[src/rtl/fifo_flags.sv]
// Synchronous FIFO with occupancy count, threshold flags and sticky error flags.
// Define FIFO_FWFT_EN for first-word-fall-through reads; default is registered read.
module fifo_flags #(
    parameter int D_W      = 8,
    parameter int AD_W     = 4,
    parameter int AF_LEVEL = 2**AD_W - 2,
    parameter int AE_LEVEL = 2
) (
    input  logic            clk,
    input  logic            rst,
    input  logic            write,
    input  logic            read,
    input  logic            err_clr,
    input  logic [D_W-1:0]  data_in,
    output logic [D_W-1:0]  data_out,
    output logic            full,
    output logic            empty,
    output logic            almost_full,
    output logic            almost_empty,
    output logic [AD_W:0]   count,
    output logic            overflow,
    output logic            underflow
);

    localparam int DEPTH = 2**AD_W;
    localparam logic [AD_W-1:0] PTR_ONE = 1;
    localparam logic [AD_W:0]   CNT_ONE = 1;

    logic [D_W-1:0]  mem_q [DEPTH];
    logic [AD_W-1:0] wr_ptr_q, wr_ptr_d;
    logic [AD_W-1:0] rd_ptr_q, rd_ptr_d;
    logic [AD_W:0]   count_q, count_d;
    logic            ovf_q, ovf_d;
    logic            udf_q, udf_d;
    logic            wr_en, rd_en;

    assign full         = (count_q == (AD_W+1)'(DEPTH));
    assign empty        = (count_q == '0);
    assign almost_full  = (count_q >= (AD_W+1)'(AF_LEVEL));
    assign almost_empty = (count_q <= (AD_W+1)'(AE_LEVEL));
    assign count        = count_q;
    assign overflow     = ovf_q;
    assign underflow    = udf_q;

    // A read on a full FIFO frees the slot the concurrent write lands in.
    assign rd_en = read && !empty;
    assign wr_en = write && (!full || read);

    always_comb begin
        wr_ptr_d = wr_ptr_q;
        rd_ptr_d = rd_ptr_q;
        count_d  = count_q;
        if (wr_en)
            wr_ptr_d = wr_ptr_q + PTR_ONE;
        if (rd_en)
            rd_ptr_d = rd_ptr_q + PTR_ONE;
        if (wr_en && !rd_en)
            count_d = count_q + CNT_ONE;
        else if (rd_en && !wr_en)
            count_d = count_q - CNT_ONE;
        ovf_d = (write && full && !read) || (ovf_q && !err_clr);
        udf_d = (read && empty) || (udf_q && !err_clr);
    end

    always_ff @(posedge clk) begin
        if (wr_en)
            mem_q[wr_ptr_q] <= data_in;
    end

    always_ff @(posedge clk or negedge rst) begin
        if (!rst) begin
            wr_ptr_q <= '0;
            rd_ptr_q <= '0;
            count_q  <= '0;
            ovf_q    <= 1'b0;
            udf_q    <= 1'b0;
        end else begin
            wr_ptr_q <= wr_ptr_d;
            rd_ptr_q <= rd_ptr_d;
            count_q  <= count_d;
            ovf_q    <= ovf_d;
            udf_q    <= udf_d;
        end
    end

`ifdef FIFO_FWFT_EN
    assign data_out = empty ? '0 : mem_q[rd_ptr_q];
`else
    logic [D_W-1:0] dout_q;

    always_ff @(posedge clk or negedge rst) begin
        if (!rst)
            dout_q <= '0;
        else if (rd_en)
            dout_q <= mem_q[rd_ptr_q];
    end

    assign data_out = dout_q;
`endif

endmodule

[config.mk]
export PLATFORM = sky130hd
export DESIGN_NAME = fifo_flags
export DESIGN_NICKNAME = d
export VERILOG_FILES = /design/src/rtl/fifo_flags.sv
export SDC_FILE = /design/constraint.sdc
export NUM_CORES = 1
export LEC_CHECK = 0
export BUFFER_PORTS_ARGS = -buffer_cell sky130_fd_sc_hd__buf_2
export CORE_ASPECT_RATIO = 0.75
export CORE_UTILIZATION = 40
export DETAILED_ROUTE_END_ITERATION = 7
export PLACE_DENSITY_LB_ADDON = 0.12
export SYNTH_ARGS = -nofsm -noshare
export SYNTH_HDL_FRONTEND = slang
export SYNTH_SLANG_ARGS = --single-unit
[constraint.sdc]
create_clock -name clk -period 3.1 [get_ports clk]
set_input_delay 0.775 -clock clk [delete_from_list [all_inputs] [get_ports clk]]
set_output_delay 0.775 -clock clk [all_outputs]
set_load 0.01 [all_outputs]
==> PnR_summary.wiki <==
{| class="wikitable"
! Metric !! Value
|-
| Run status || finished clean
|-
| Core ar. || 14,600 sq um
|-
| Signal arrival time at the worst endpoint || 3230 ps
|-
| Capturing element type of the critical path || flip-flop
|-
| Power consumption || 0.00681 W
|-
| Clock input transition at the sequential cells of the worst setup and hold paths || 60 ps
|-
| Clock network latency to the later pin of the worst-skew pair || 420 ps
|-
| Highest net fanout along the worst path || 7
|-
| Growth of design area from synthesis to finish || 17.1%
|-
| RSZ-0062 raised after global routing || false
|-
| Share of the synthesized area in the top cell type || 63.5%
|-
| Number of global-route vias before repair || 2,929
|-
| Category of the most critical setup path || reg2reg
|-
| Period minus WS final || 2890 ps
|-
| Mean post-synth cell area || 19.5 sq um
|-
| Worst hold margin || 361 ps
|-
| Sequential fraction of the synthesis area || 73.0%
|-
| Top cells by area in the synthesized netlist || sky130_fd_sc_hd__edfxtp_1 (63%), sky130_fd_sc_hd__mux4_2 (12%), sky130_fd_sc_hd__dfrtp_1 (9.5%)
|-
| Main combinational cell family by area after synthesis || multiplexers
|-
| Total Die Area || 15,600 sq um
|-
| Worst-case clock buffer depth || 2
|-
| Commonest cells post-synth || sky130_fd_sc_hd__edfxtp_1 (128), sky130_fd_sc_hd__mux4_2 (32), sky130_fd_sc_hd__dfrtp_1 (23), sky130_fd_sc_hd__nand2_1 (17)
|-
| Total area of sequential cells || 4420 sq um
|-
| Gate Count Post-Synth || 310
|-
| Synth area leader || sky130_fd_sc_hd__edfxtp_1
|-
| Initial core utilization || 41.4%
|-
| Mapped Area || 6060 sq um
|-
| Wire length after detailed routing || 12.2 mm
|-
| Total negative setup slack || 0 ps
|-
| Post CTS Setup Buffer Count || 0
|-
| DRC violations left || 0
|-
| Fraction of the mapped netlist area in compound gates || 2.89%
|-
| Cell with the most instances after synthesis || sky130_fd_sc_hd__edfxtp_1
|-
| Number of I/O port buffers || 31
|-
| Category of the worst setup path launch point || flip-flop
|-
| Row Count || 38
|-
| Detail Placement HPWL || 7.79 mm
|-
| Post-DP Area || 6460 sq um
|-
| Root Buffer Master || sky130_fd_sc_hd__clkbuf_16
|-
| Clk_skew || 7.02 ps
|-
| Post-cts sizing count || 0
|-
| Placer Congestion || 0.807
|-
| H-tree depth || 4
|-
| Max-cap violation count || 0
|-
| Final-layout fill cell count || 1,266
|-
| Overall fraction of global-route tracks in use || 17.3%
|-
| Async set-reset flop share out of synthesis || 15.2%
|-
| Count of routing violations after the opening detailed-route iteration || 180
|-
| Largest net degree at the start of global routing || 27
|-
| Post-Layout Inst Area || 7090 sq um
|-
| Final worst path period share || 93.1%
|-
| Net count, final || 376
|-
| Die Y-Extent || 109 microns
|-
| Via/cell ratio || 5.17
|-
| Worst-Margin Slew || 677 ps
|-
| Power density of the placed cells || 960 nW/um^2
|-
| Critical path data required time || 3440 ps
|-
| Worst IR Drop VDD || 393 uV
|-
| Fraction of the mapped netlist area in simple logic gates || 4.30%
|-
| Combined area of the multi-input logic cells || 1550 sq um
|-
| Start of the worst register-to-register path || count[3]
|-
| Clock Sinks || 151
|-
| LEAKAGE || 2.49 nW
|-
| Worst setup path startpoint || count[3]
|-
| Number of optimization iterations in the first detailed-route pass || 4
|-
| Via Count || 2,922
|-
| Area share of xor/xnor cells in the synthesized design || 1.45%
|-
| Total number of yosys warnings || 0
|-
| Share of synthesized area spent on multiplexers || 14.7%
|-
| Relative slew slack || 54.9%
|-
| Most frequently used flop master after synthesis || sky130_fd_sc_hd__edfxtp_1
|-
| PnR worst setup slack || 212 ps
|-
| Count of distinct cell types in the synthesized netlist || 34
|-
| Net count after synthesis || 333
|-
| Number of buffers added to fix hold violations after cts || 0
|-
| Number of slew-limit violations in the final report || 0
|-
| Layout cell share with drive strength beyond 1 || 29.3%
|-
| Num CTS Buffers || 17
|-
| X dimension of the die || 144 microns
|-
| Number of storage elements in the synthesis netlist || 151
|-
| Max Freq || 346 MHz
|-
| Top-level I/O count || 32
|-
| Total count of hold-check failures in the final report || 0
|-
| Antenna violations before repair || 0
|-
| EDFF count, synth || 128
|-
| Worst slack at placement || 235 ps
|-
| Count of nets left with antenna violations after detail routing || 0
|-
| Wire length of the first global-routing pass || 18.2 mm
|-
| Antenna cells || 0
|-
| Detail-routed net length per standard cell || 21.6 microns
|-
| Final setup violation count || 0
|-
| TritonCTS clock tree || yes
|-
| Worst hold-check path type || in2async
|-
| Arithmetic-cell share of the synthesized area counting full adders, half adders and majority gates || 2.19%
|-
| Total congestion overflow after global routing || 0
|}
## final cells by class
cell class	instances	share of cell area [%]
inverters	7	0.370
well taps	200	3.53
repair buffers	37	3.00
clock buffers	17	6.00
clock inverters	14	3.00
multi-input cells	139	21.8
flip-flops and latches	151	62.3
## stage by stage
step / std cells / util, %
6_report: 565 / 48.4
5_1_grt: 565 / 48.4
4_1_cts: 565 / 48.4
3_5_place_dp: 534 / 44.1
3_3_place_gp: 534 / 44.1
2_1_floorplan: 310 / -
## final timing paths
path	cells past startpoint	to	slack, ps
setup / recovery	10	count[4]	210
hold / removal	1	overflow	360
setup reg to reg	10	count[4]	210
hold reg to reg	1	overflow	510
max in group asynchronous	1	data_out[7]	2330
min in group clk	1	overflow	510
## critical path: stages (launching register included)
cell and delay, ps:
sky130_fd_sc_hd__dfrtp_1 440, sky130_fd_sc_hd__or4_4 610, sky130_fd_sc_hd__o31ai_4 270, sky130_fd_sc_hd__inv_2 120, sky130_fd_sc_hd__ha_1 230, sky130_fd_sc_hd__inv_1 150
sky130_fd_sc_hd__ha_1 300, sky130_fd_sc_hd__a21o_1 170, sky130_fd_sc_hd__a21oi_1 170, sky130_fd_sc_hd__mux2i_1 230, sky130_fd_sc_hd__xnor2_1 130
## registers in the layout, summed over array words and instances, names as in the netlist
name and count:
mem_q 128, data_out 8, count 5, rd_ptr_q 4
wr_ptr_q 4, overflow 1, underflow 1
## per-layer routing
metal	vias up	GRT usage, %	wire length [microns]
met5	-	0	0
met4	0	6.61	175
met3	16	4.83	772
met2	76	23.6	5230
met1	1507	25.9	6000
li1	1323	-	-
## logic make-up after synthesis
group	count (synthesis)
compound gates	21
xor+xnor	10
fa+ha+maj	10
buf+inv	20
flops	151
mux	49
simple gates	49
## power by group
part	switching [W]	leakage, nW	internal (W)
Sequential	0.000244	1.44	0.00252
Clock	0.000857	0.306	0.00137
Combinational	0.000941	0.746	0.000873
Total	0.00204	2.49	0.00477
## cell usage in the layout, fill, tap and decap left out, drive strengths merged, types with 2 or more instances in the layout
| master | count |
|---|---|
| edfxtp | 128 |
| buf | 37 |
| mux4 | 32 |
| dfrtp | 23 |
| nand2 | 17 |
| clkbuf | 17 |
| and2 | 16 |
| mux2i | 16 |
| inv | 13 |
| xnor2 | 9 |
| ha | 9 |
| o221ai | 7 |
| nor2 | 5 |
| bufinv | 4 |
| o21ai | 3 |
| nor3b | 2 |
| nor3 | 2 |
| a22o | 2 |
| a2111oi | 2 |
| a21o | 2 |
| a21oi | 2 |
| nand4 | 2 |
| clkinvlp | 2 |
| clkinv | 2 |
(Power assumes the default switching activity.)
